**config.mk**
```make
export PLATFORM = sky130hd
export DESIGN_NAME = spi_burst_ram_slave
export DESIGN_NICKNAME = d
export VERILOG_FILES = /design/src/rtl/spi_burst_ram_slave_pkg.sv /design/src/rtl/spi_burst_ram_slave_sp_ram.sv /design/src/rtl/spi_burst_ram_slave.sv
export SDC_FILE = /design/constraint.sdc
export NUM_CORES = 2
export LEC_CHECK = 0
export BUFFER_PORTS_ARGS = -buffer_cell sky130_fd_sc_hd__buf_2
export CAP_MARGIN = 10
export CORE_UTILIZATION = 53
export CTS_CLUSTER_DIAMETER = 50
export DETAILED_ROUTE_END_ITERATION = 10
export PLACE_DENSITY = 0.72
export SYNTH_ARGS = -nofsm -noshare
export SYNTH_HDL_FRONTEND = slang
export SYNTH_SLANG_ARGS = --single-unit
```
**constraint.sdc**
```tcl
create_clock -name clk -period 4.7 [get_ports clk]
set_clock_uncertainty 0.15 [all_clocks]
set_input_delay 0 -clock clk [delete_from_list [all_inputs] [get_ports clk]]
set_output_delay 0 -clock clk [all_outputs]
set_load 0.01 [all_outputs]
```
**src/rtl/spi_burst_ram_slave_pkg.sv**
```systemverilog
// Shared types and defaults for the burst-capable SPI RAM slave.
package spi_burst_ram_slave_pkg;

  localparam int unsigned DEF_DATA_WIDTH = 8;
  localparam int unsigned DEF_MEM_DEPTH  = 256;

  typedef enum logic [1:0] {
    CMD_WR_ADDR = 2'b00,
    CMD_WR_DATA = 2'b01,
    CMD_RD_ADDR = 2'b10,
    CMD_RD_DATA = 2'b11
  } cmd_t;

  typedef enum logic [2:0] {
    ST_IDLE    = 3'd0,
    ST_CMD     = 3'd1,
    ST_ADDR    = 3'd2,
    ST_WR_DATA = 3'd3,
    ST_RD_WAIT = 3'd4,
    ST_RD_DATA = 3'd5
  } state_t;

  function automatic int unsigned max_u(input int unsigned a, input int unsigned b);
    return (a > b) ? a : b;
  endfunction

endpackage

```
**src/rtl/spi_burst_ram_slave_sp_ram.sv**
```systemverilog
// Single-port RAM with one-cycle synchronous read; array is not reset.
module spi_sp_ram #(
  parameter int unsigned DATA_WIDTH = 8,
  parameter int unsigned DEPTH      = 256,
  parameter int unsigned ADDR_WIDTH = $clog2(DEPTH)
) (
  input  logic                  clk,
  input  logic                  we,
  input  logic                  re,
  input  logic [ADDR_WIDTH-1:0] addr,
  input  logic [DATA_WIDTH-1:0] din,
  output logic [DATA_WIDTH-1:0] dout
);

  logic [DATA_WIDTH-1:0] mem [DEPTH];

  always_ff @(posedge clk) begin
    if (we) mem[addr] <= din;
    if (re) dout <= mem[addr];
  end

endmodule

```
**src/rtl/spi_burst_ram_slave.sv**
```systemverilog
// SPI slave fronting an embedded RAM: command, address and data phases with
// optional auto-incrementing bursts while ss_n stays low.
module spi_burst_ram_slave
  import spi_burst_ram_slave_pkg::*;
#(
  parameter int unsigned DATA_WIDTH = DEF_DATA_WIDTH,
  parameter int unsigned MEM_DEPTH  = DEF_MEM_DEPTH,
  parameter int unsigned ADDR_WIDTH = $clog2(MEM_DEPTH),
  parameter bit          BURST_EN   = 1'b1
) (
  input  logic clk,
  input  logic rst,
  input  logic ss_n,
  input  logic mosi,
  output logic miso,
  output logic busy,
  output logic err
);

  localparam int unsigned SH_W  = max_u(max_u(DATA_WIDTH, ADDR_WIDTH), 2);
  localparam int unsigned CNT_W = $clog2(SH_W);
  localparam logic [ADDR_WIDTH-1:0] LAST_ADDR = ADDR_WIDTH'(MEM_DEPTH - 1);
  localparam logic [ADDR_WIDTH:0]   DEPTH_X   = (ADDR_WIDTH + 1)'(MEM_DEPTH);

  state_t                state_q, state_d;
  cmd_t                  cmd_q, cmd_d;
  logic [CNT_W-1:0]      cnt_q, cnt_d;
  logic [SH_W-2:0]       shift_q, shift_d;
  logic [DATA_WIDTH-1:0] tx_q, tx_d;
  logic                  done_q, done_d;
  logic [ADDR_WIDTH-1:0] wr_addr_q, wr_addr_d;
  logic [ADDR_WIDTH-1:0] rd_addr_q, rd_addr_d;
  logic                  miso_d, busy_d, err_d;

  logic [SH_W-1:0]       shift_in;
  logic [ADDR_WIDTH-1:0] addr_in;
  logic [DATA_WIDTH-1:0] word_in;
  logic                  ram_we, ram_re;
  logic [ADDR_WIDTH-1:0] ram_addr;
  logic [DATA_WIDTH-1:0] ram_dout;

  // Incoming bit appended to everything received so far in this phase.
  assign shift_in = {shift_q, mosi};
  assign addr_in  = shift_in[ADDR_WIDTH-1:0];
  assign word_in  = shift_in[DATA_WIDTH-1:0];

  // Out-of-range payloads (non power-of-two depth) fold back into the array.
  function automatic logic [ADDR_WIDTH-1:0] wrap_addr(input logic [ADDR_WIDTH-1:0] a);
    logic [ADDR_WIDTH:0] ext;
    ext = {1'b0, a};
    if (ext >= DEPTH_X) return ADDR_WIDTH'(ext - DEPTH_X);
    return a;
  endfunction

  function automatic logic [ADDR_WIDTH-1:0] inc_addr(input logic [ADDR_WIDTH-1:0] a);
    return (a == LAST_ADDR) ? '0 : a + ADDR_WIDTH'(1);
  endfunction

  spi_sp_ram #(
    .DATA_WIDTH (DATA_WIDTH),
    .DEPTH      (MEM_DEPTH),
    .ADDR_WIDTH (ADDR_WIDTH)
  ) u_ram (
    .clk  (clk),
    .we   (ram_we),
    .re   (ram_re),
    .addr (ram_addr),
    .din  (word_in),
    .dout (ram_dout)
  );

  always_ff @(posedge clk or posedge rst) begin
    if (rst) begin
      state_q   <= ST_IDLE;
      cmd_q     <= CMD_WR_ADDR;
      cnt_q     <= '0;
      shift_q   <= '0;
      tx_q      <= '0;
      done_q    <= 1'b0;
      wr_addr_q <= '0;
      rd_addr_q <= '0;
      miso      <= 1'b0;
      busy      <= 1'b0;
      err       <= 1'b0;
    end else begin
      state_q   <= state_d;
      cmd_q     <= cmd_d;
      cnt_q     <= cnt_d;
      shift_q   <= shift_d;
      tx_q      <= tx_d;
      done_q    <= done_d;
      wr_addr_q <= wr_addr_d;
      rd_addr_q <= rd_addr_d;
      miso      <= miso_d;
      busy      <= busy_d;
      err       <= err_d;
    end
  end

  // done_q marks a completed single-shot phase whose trailing bits are ignored.
  always_comb begin
    state_d   = state_q;
    cmd_d     = cmd_q;
    cnt_d     = cnt_q;
    shift_d   = shift_q;
    tx_d      = tx_q;
    done_d    = done_q;
    wr_addr_d = wr_addr_q;
    rd_addr_d = rd_addr_q;
    miso_d    = 1'b0;
    err_d     = 1'b0;
    ram_we    = 1'b0;
    ram_re    = 1'b0;
    ram_addr  = wr_addr_q;

    if (ss_n) begin
      state_d = ST_IDLE;
      cnt_d   = '0;
      done_d  = 1'b0;
      case (state_q)
        ST_CMD:                 err_d = 1'b1;
        ST_ADDR:                err_d = !done_q;
        ST_WR_DATA, ST_RD_DATA: err_d = !done_q && (cnt_q != '0);
        default:                err_d = 1'b0;
      endcase
    end else begin
      case (state_q)
        ST_IDLE: begin
          state_d = ST_CMD;
          cnt_d   = '0;
          done_d  = 1'b0;
        end

        ST_CMD: begin
          shift_d = shift_in[SH_W-2:0];
          cnt_d   = cnt_q + CNT_W'(1);
          if (cnt_q == CNT_W'(1)) begin
            cnt_d = '0;
            cmd_d = cmd_t'(shift_in[1:0]);
            case (cmd_t'(shift_in[1:0]))
              CMD_WR_DATA: state_d = ST_WR_DATA;
              CMD_RD_DATA: state_d = ST_RD_WAIT;
              default:     state_d = ST_ADDR;
            endcase
          end
        end

        ST_ADDR: begin
          if (!done_q) begin
            shift_d = shift_in[SH_W-2:0];
            cnt_d   = cnt_q + CNT_W'(1);
            if (cnt_q == CNT_W'(ADDR_WIDTH - 1)) begin
              cnt_d  = '0;
              done_d = 1'b1;
              if (cmd_q == CMD_RD_ADDR) rd_addr_d = wrap_addr(addr_in);
              else                      wr_addr_d = wrap_addr(addr_in);
            end
          end
        end

        ST_WR_DATA: begin
          if (!done_q) begin
            shift_d = shift_in[SH_W-2:0];
            cnt_d   = cnt_q + CNT_W'(1);
            if (cnt_q == CNT_W'(DATA_WIDTH - 1)) begin
              cnt_d     = '0;
              ram_we    = 1'b1;
              wr_addr_d = inc_addr(wr_addr_q);
              if (!BURST_EN) done_d = 1'b1;
            end
          end
        end

        ST_RD_WAIT: begin
          ram_re   = 1'b1;
          ram_addr = rd_addr_q;
          state_d  = ST_RD_DATA;
          cnt_d    = '0;
        end

        ST_RD_DATA: begin
          // First bit comes straight from the RAM port, the rest from tx_q.
          if (!done_q) begin
            if (cnt_q == '0) begin
              miso_d = ram_dout[DATA_WIDTH-1];
              tx_d   = ram_dout << 1;
            end else begin
              miso_d = tx_q[DATA_WIDTH-1];
              tx_d   = tx_q << 1;
            end
            cnt_d = cnt_q + CNT_W'(1);
            if (cnt_q == CNT_W'(DATA_WIDTH - 1)) begin
              cnt_d     = '0;
              rd_addr_d = inc_addr(rd_addr_q);
              if (BURST_EN) state_d = ST_RD_WAIT;
              else          done_d  = 1'b1;
            end
          end
        end

        default: state_d = ST_IDLE;
      endcase
    end

    busy_d = (state_d != ST_IDLE);
  end

endmodule

```
==> results.py <==
metrics = {
    "worst_hold_path": {
        "min_from": "mosi",
        "hold_path_class": "in -> reg",
    },
    "outcome": {
        "status": "finished with violations",
        "violations": "negative setup slack",
    },
    "route": {
        "initialDrtViolationCount": 7835,
        "vias_per_cell": 6.30,
        "drtAntennaViolNets": 0,
        "num_vias": 51600,
        "drt_wl_total_mm": 214,
        "wl_per_cell_microns": 26.1,
        "dr.pass1.iters": 6,
        "route.detailed.drc": 0,
    },
    "logic_synthesis": {
        "synth_area_leaders": "edfxtp_1 (74%), nand2_1 (6.9%), nand3_1 (3.1%), mux2i_1 (2.6%), a32oi_1 (1.9%)",
        "synth_seq_area_share_pct": 75.7,
        "synth_ff_type": "edfxtp_1",
        "mappedNetlistArea_sq_um": 82900,
        "synth_top_area_share_pct": 74.5,
        "syn_avg_cell_area_sq_um": 14.0,
        "ys_ff_latch": 2098,
        "syn_inst": 5939,
        "synth_edf_count": 2056,
        "netlist-cell-type-count": 59,
        "yosys_warnings": 0,
        "async_flop_share_pct": 2.00,
        "synth_nets": 5949,
        "yosysTopAreaCell": "edfxtp_1",
    },
    "worst_setup_path": {
        "crit_required_ns": 5.11,
        "start_kind": "primary input",
        "cp_max_fo": 65,
        "crit_type": "in -> reg",
        "r2r_start": "state_q[0]$_DFF_PP0_",
        "startpoint": "ss_n",
        "crit_arrival_ns": 5.12,
        "end_kind": "flop",
    },
    "global_route": {
        "grt.overflow.total": 0,
        "grtUsageTotal_pct": 27.0,
        "grt_pass1_vias": 49400,
        "grt_max_degree": 208,
        "antenna_found_initial": 1,
        "grt_pass1_wl_mm": 318,
    },
    "die": {
        "ioPinCount": 7,
        "std_cell_rows": 144,
        "start_util_pct": 53.6,
        "die_y_microns": 398,
        "core_sq_um": 155000,
        "die_width_microns": 398,
        "dieArea_sq_um": 158000,
    },
    "power": {
        "cellPowerDensity_nw_per_um2": 448,
        "p_int_w": 0.0320,
        "pwr-share-seq_pct": 56.6,
        "ir_drop_v": 0.000528,
        "clockPowerShare_pct": 38.2,
        "swShare_pct": 22.8,
        "power_switching_w": 0.00948,
        "power_frac_comb_pct": 5.2,
        "p_leak_nw": 31.2,
    },
    "clock_network": {
        "cts_tree": "built",
        "clk_latency_ns": 0.84,
        "cts-root-buf": "clkbuf_16",
        "cts_setup_buffers": 0,
        "path_clk_slew_ns": 0.06,
        "cts_max_level": 4,
        "cts_buffer_depth": 3,
        "numCtsBuffers": 199,
        "cts.sinks": 2098,
    },
    "sta": {
        "slew_headroom_pct": 19.5,
        "fin_ws_ns": -0.00903,
        "fin_tns_setup_ns": -0.00903,
        "finalHoldViolations": 0,
        "period_minus_slack_ns": 4.71,
        "worst_pin_slew_ns": 1.21,
        "setup_viol": 1,
        "rsz0062_at_grt": "no",
        "fmax_mhz": 212,
        "final_max_slew_viol_count": 0,
        "holdWs_ns": 0.222,
        "min_period_over_period_pct": 100,
    },
    "place": {
        "dp_hpwl_mm": 127,
        "gp_congestion": 0.930,
        "port-buffer-count": 6,
    },
    "layout": {
        "nNetsFinal": 5991,
        "syn_to_final_growth_pct": 11.7,
        "layout-drive-gt1-share_pct": 9.65,
    },
    "run": {
        "cap_violations": 0,
    },
}
[power groups by stage]
stage / combinational (W) / clock (W) / sequential [W]
floorplan: 0.000138 / 0 / 0.0247
global route: 0.00226 / 0.0166 / 0.0235
finish: 0.00214 / 0.0159 / 0.0235
detailed placement: 0.00215 / 0 / 0.0239
CTS: 0.00215 / 0.0160 / 0.0235
global placement: 0.00207 / 0 / 0.0238
[routing by layer]
metal	routed length, microns	vias to the layer above	GRT usage (%)
li1	-	22400	-
met1	83300	25700	38.8
met2	100000	3119	41.8
met3	23000	407	4.52
met4	7550	2	9.90
met5	20	-	0
[layout by cell type, fill, tap and decap left out, types with 6 or more instances in the layout]
master         count
edfxtp_1        2056
nand2_1         1512
nand3_1          507
nor2_1           291
nand4_1          226
mux2i_1          211
clkbuf_16        202
a32oi_1          178
buf_4            174
a21oi_1          139
o21ai_0           64
a31oi_1           49
clkinv_1          49
buf_12            48
clkbuf_1          38
dfrtp_1           35
mux4_2            32
a221oi_1          32
clkinv_2          32
nor3_1            22
bufinv_16         19
a41oi_1           17
mux2_2            12
a22oi_1           11
nand2b_1          11
a221o_1           11
nor2b_1           10
nand2_2           10
o21ai_1            9
clkinvlp_4         9
inv_1              7
nor4_1             7
dlygate4sd3_1      7
dfrtp_4            7
nor3b_1            6
ha_1               6
clkbuf_8           6
[per-stage QoR]
stage | instances | setup slack, ns | util, % | power (W) | area [sq um]
floorplan | 5939 | 0.377 | - | 0.0248 | 82900
global placement | 7817 | 0.00342 | 55.6 | 0.0259 | 86100
detailed placement | 7817 | -0.00432 | 55.6 | 0.0260 | 86100
CTS | 8192 | 0.129 | 59.8 | 0.0416 | 92600
global route | 8192 | 0.0230 | 59.8 | 0.0424 | 92600
finish | 8193 | -0.00903 | 59.8 | 0.0415 | 92600
[cells by family after synthesis]
family	after synthesis	share of synthesized area (%)
and+or+nand+nor	2636	13.7
DFF	2098	75.7
AOI/OAI and AO/OA	529	4.47
buffers and inverters	404	2.28
muxes	265	3.71
adders and majority gates	6	0.0905
xor gates and xnor gates	1	0.0106
[worst paths after layout]
path,end,slack [ns],cells past startpoint
setup reg to reg,u_ram.dout[5]$_DFFE_PP_,0.08,11
hold / removal,u_ram.mem[134][0]$_DFFE_PP_,0.22,2
max in group asynchronous,shift_q[1]$_DFFE_PP0P_,3.61,5
hold reg to reg,tx_q[6]$_DFFE_PP0P_,0.34,2
min in group asynchronous,busy$_DFF_PP0_,0.27,5
setup / recovery,u_ram.dout[5]$_DFFE_PP_,-0.009,14
[state kept, by name, summed over array words and instances, names as in the netlist, 3 cells and up]
register,count
cnt_q,3
rd_addr_q,8
shift_q,7
state_q,3
tx_q,7
u_ram.dout,8
u_ram.mem,2048
wr_addr_q,8
[worst max-delay path, stage by stage]
cell and delay [ns]:
dlygate4sd3_1 0.58, dlygate4sd3_1 0.63, buf_2 0.20, or4b_1 0.66, inv_4 0.23, mux2i_4 0.34
buf_12 0.18, buf_16 0.29, mux4_2 0.56, a22oi_1 0.25, nand4_1 0.31, nor4_1 0.52
buf_4 0.23, nand4_1 0.09
[cell type report]
cell class / count / area (sq um)
timing repair buffer: 236 / 2400
clock inverter: 122 / 1160
multi-input combinational: 3437 / 18400
tap: 2044 / 2560
fill: 11300 / 62200
clock buffer: 246 / 5280
inverter: 9 / 36.3
antenna: 1 / 2.50
sequential: 2098 / 62800
[synthesized netlist by cell type, types with 4 or more instances]
cell,count
nor3b_1,6
buf_2,200
a32oi_1,178
a21oi_1,140
nor4_1,10
nor4b_1,4
a221o_1,11
o21ai_0,65
a22oi_1,11
mux4_2,32
nand2b_1,11
a41oi_1,17
and2_1,5
mux2i_1,217
buf_6,8
inv_1,8
edfxtp_1,2056
clkbuf_1,154
o21ai_1,8
and3_1,5
nand4_1,226
nor3_1,22
ha_1,6
nor2b_1,10
buf_1,16
nor2_1,291
dfrtp_1,42
a31oi_1,49
nor4bb_1,4
mux2_2,12
buf_4,17
nand2_1,1522
nand3_1,507
a221oi_1,32
[repair_timing]
| action | 4_1_cts | 5_1_grt |
|---|---|---|
| hold endpoints to repair | 335 | 0 |
| setup endpoints to repair | 1 | 3 |
| hold buffers | 7 | 0 |
| resized for setup | 1 | 4 |
No activity file was read; power rests on OpenSTA's default activity.
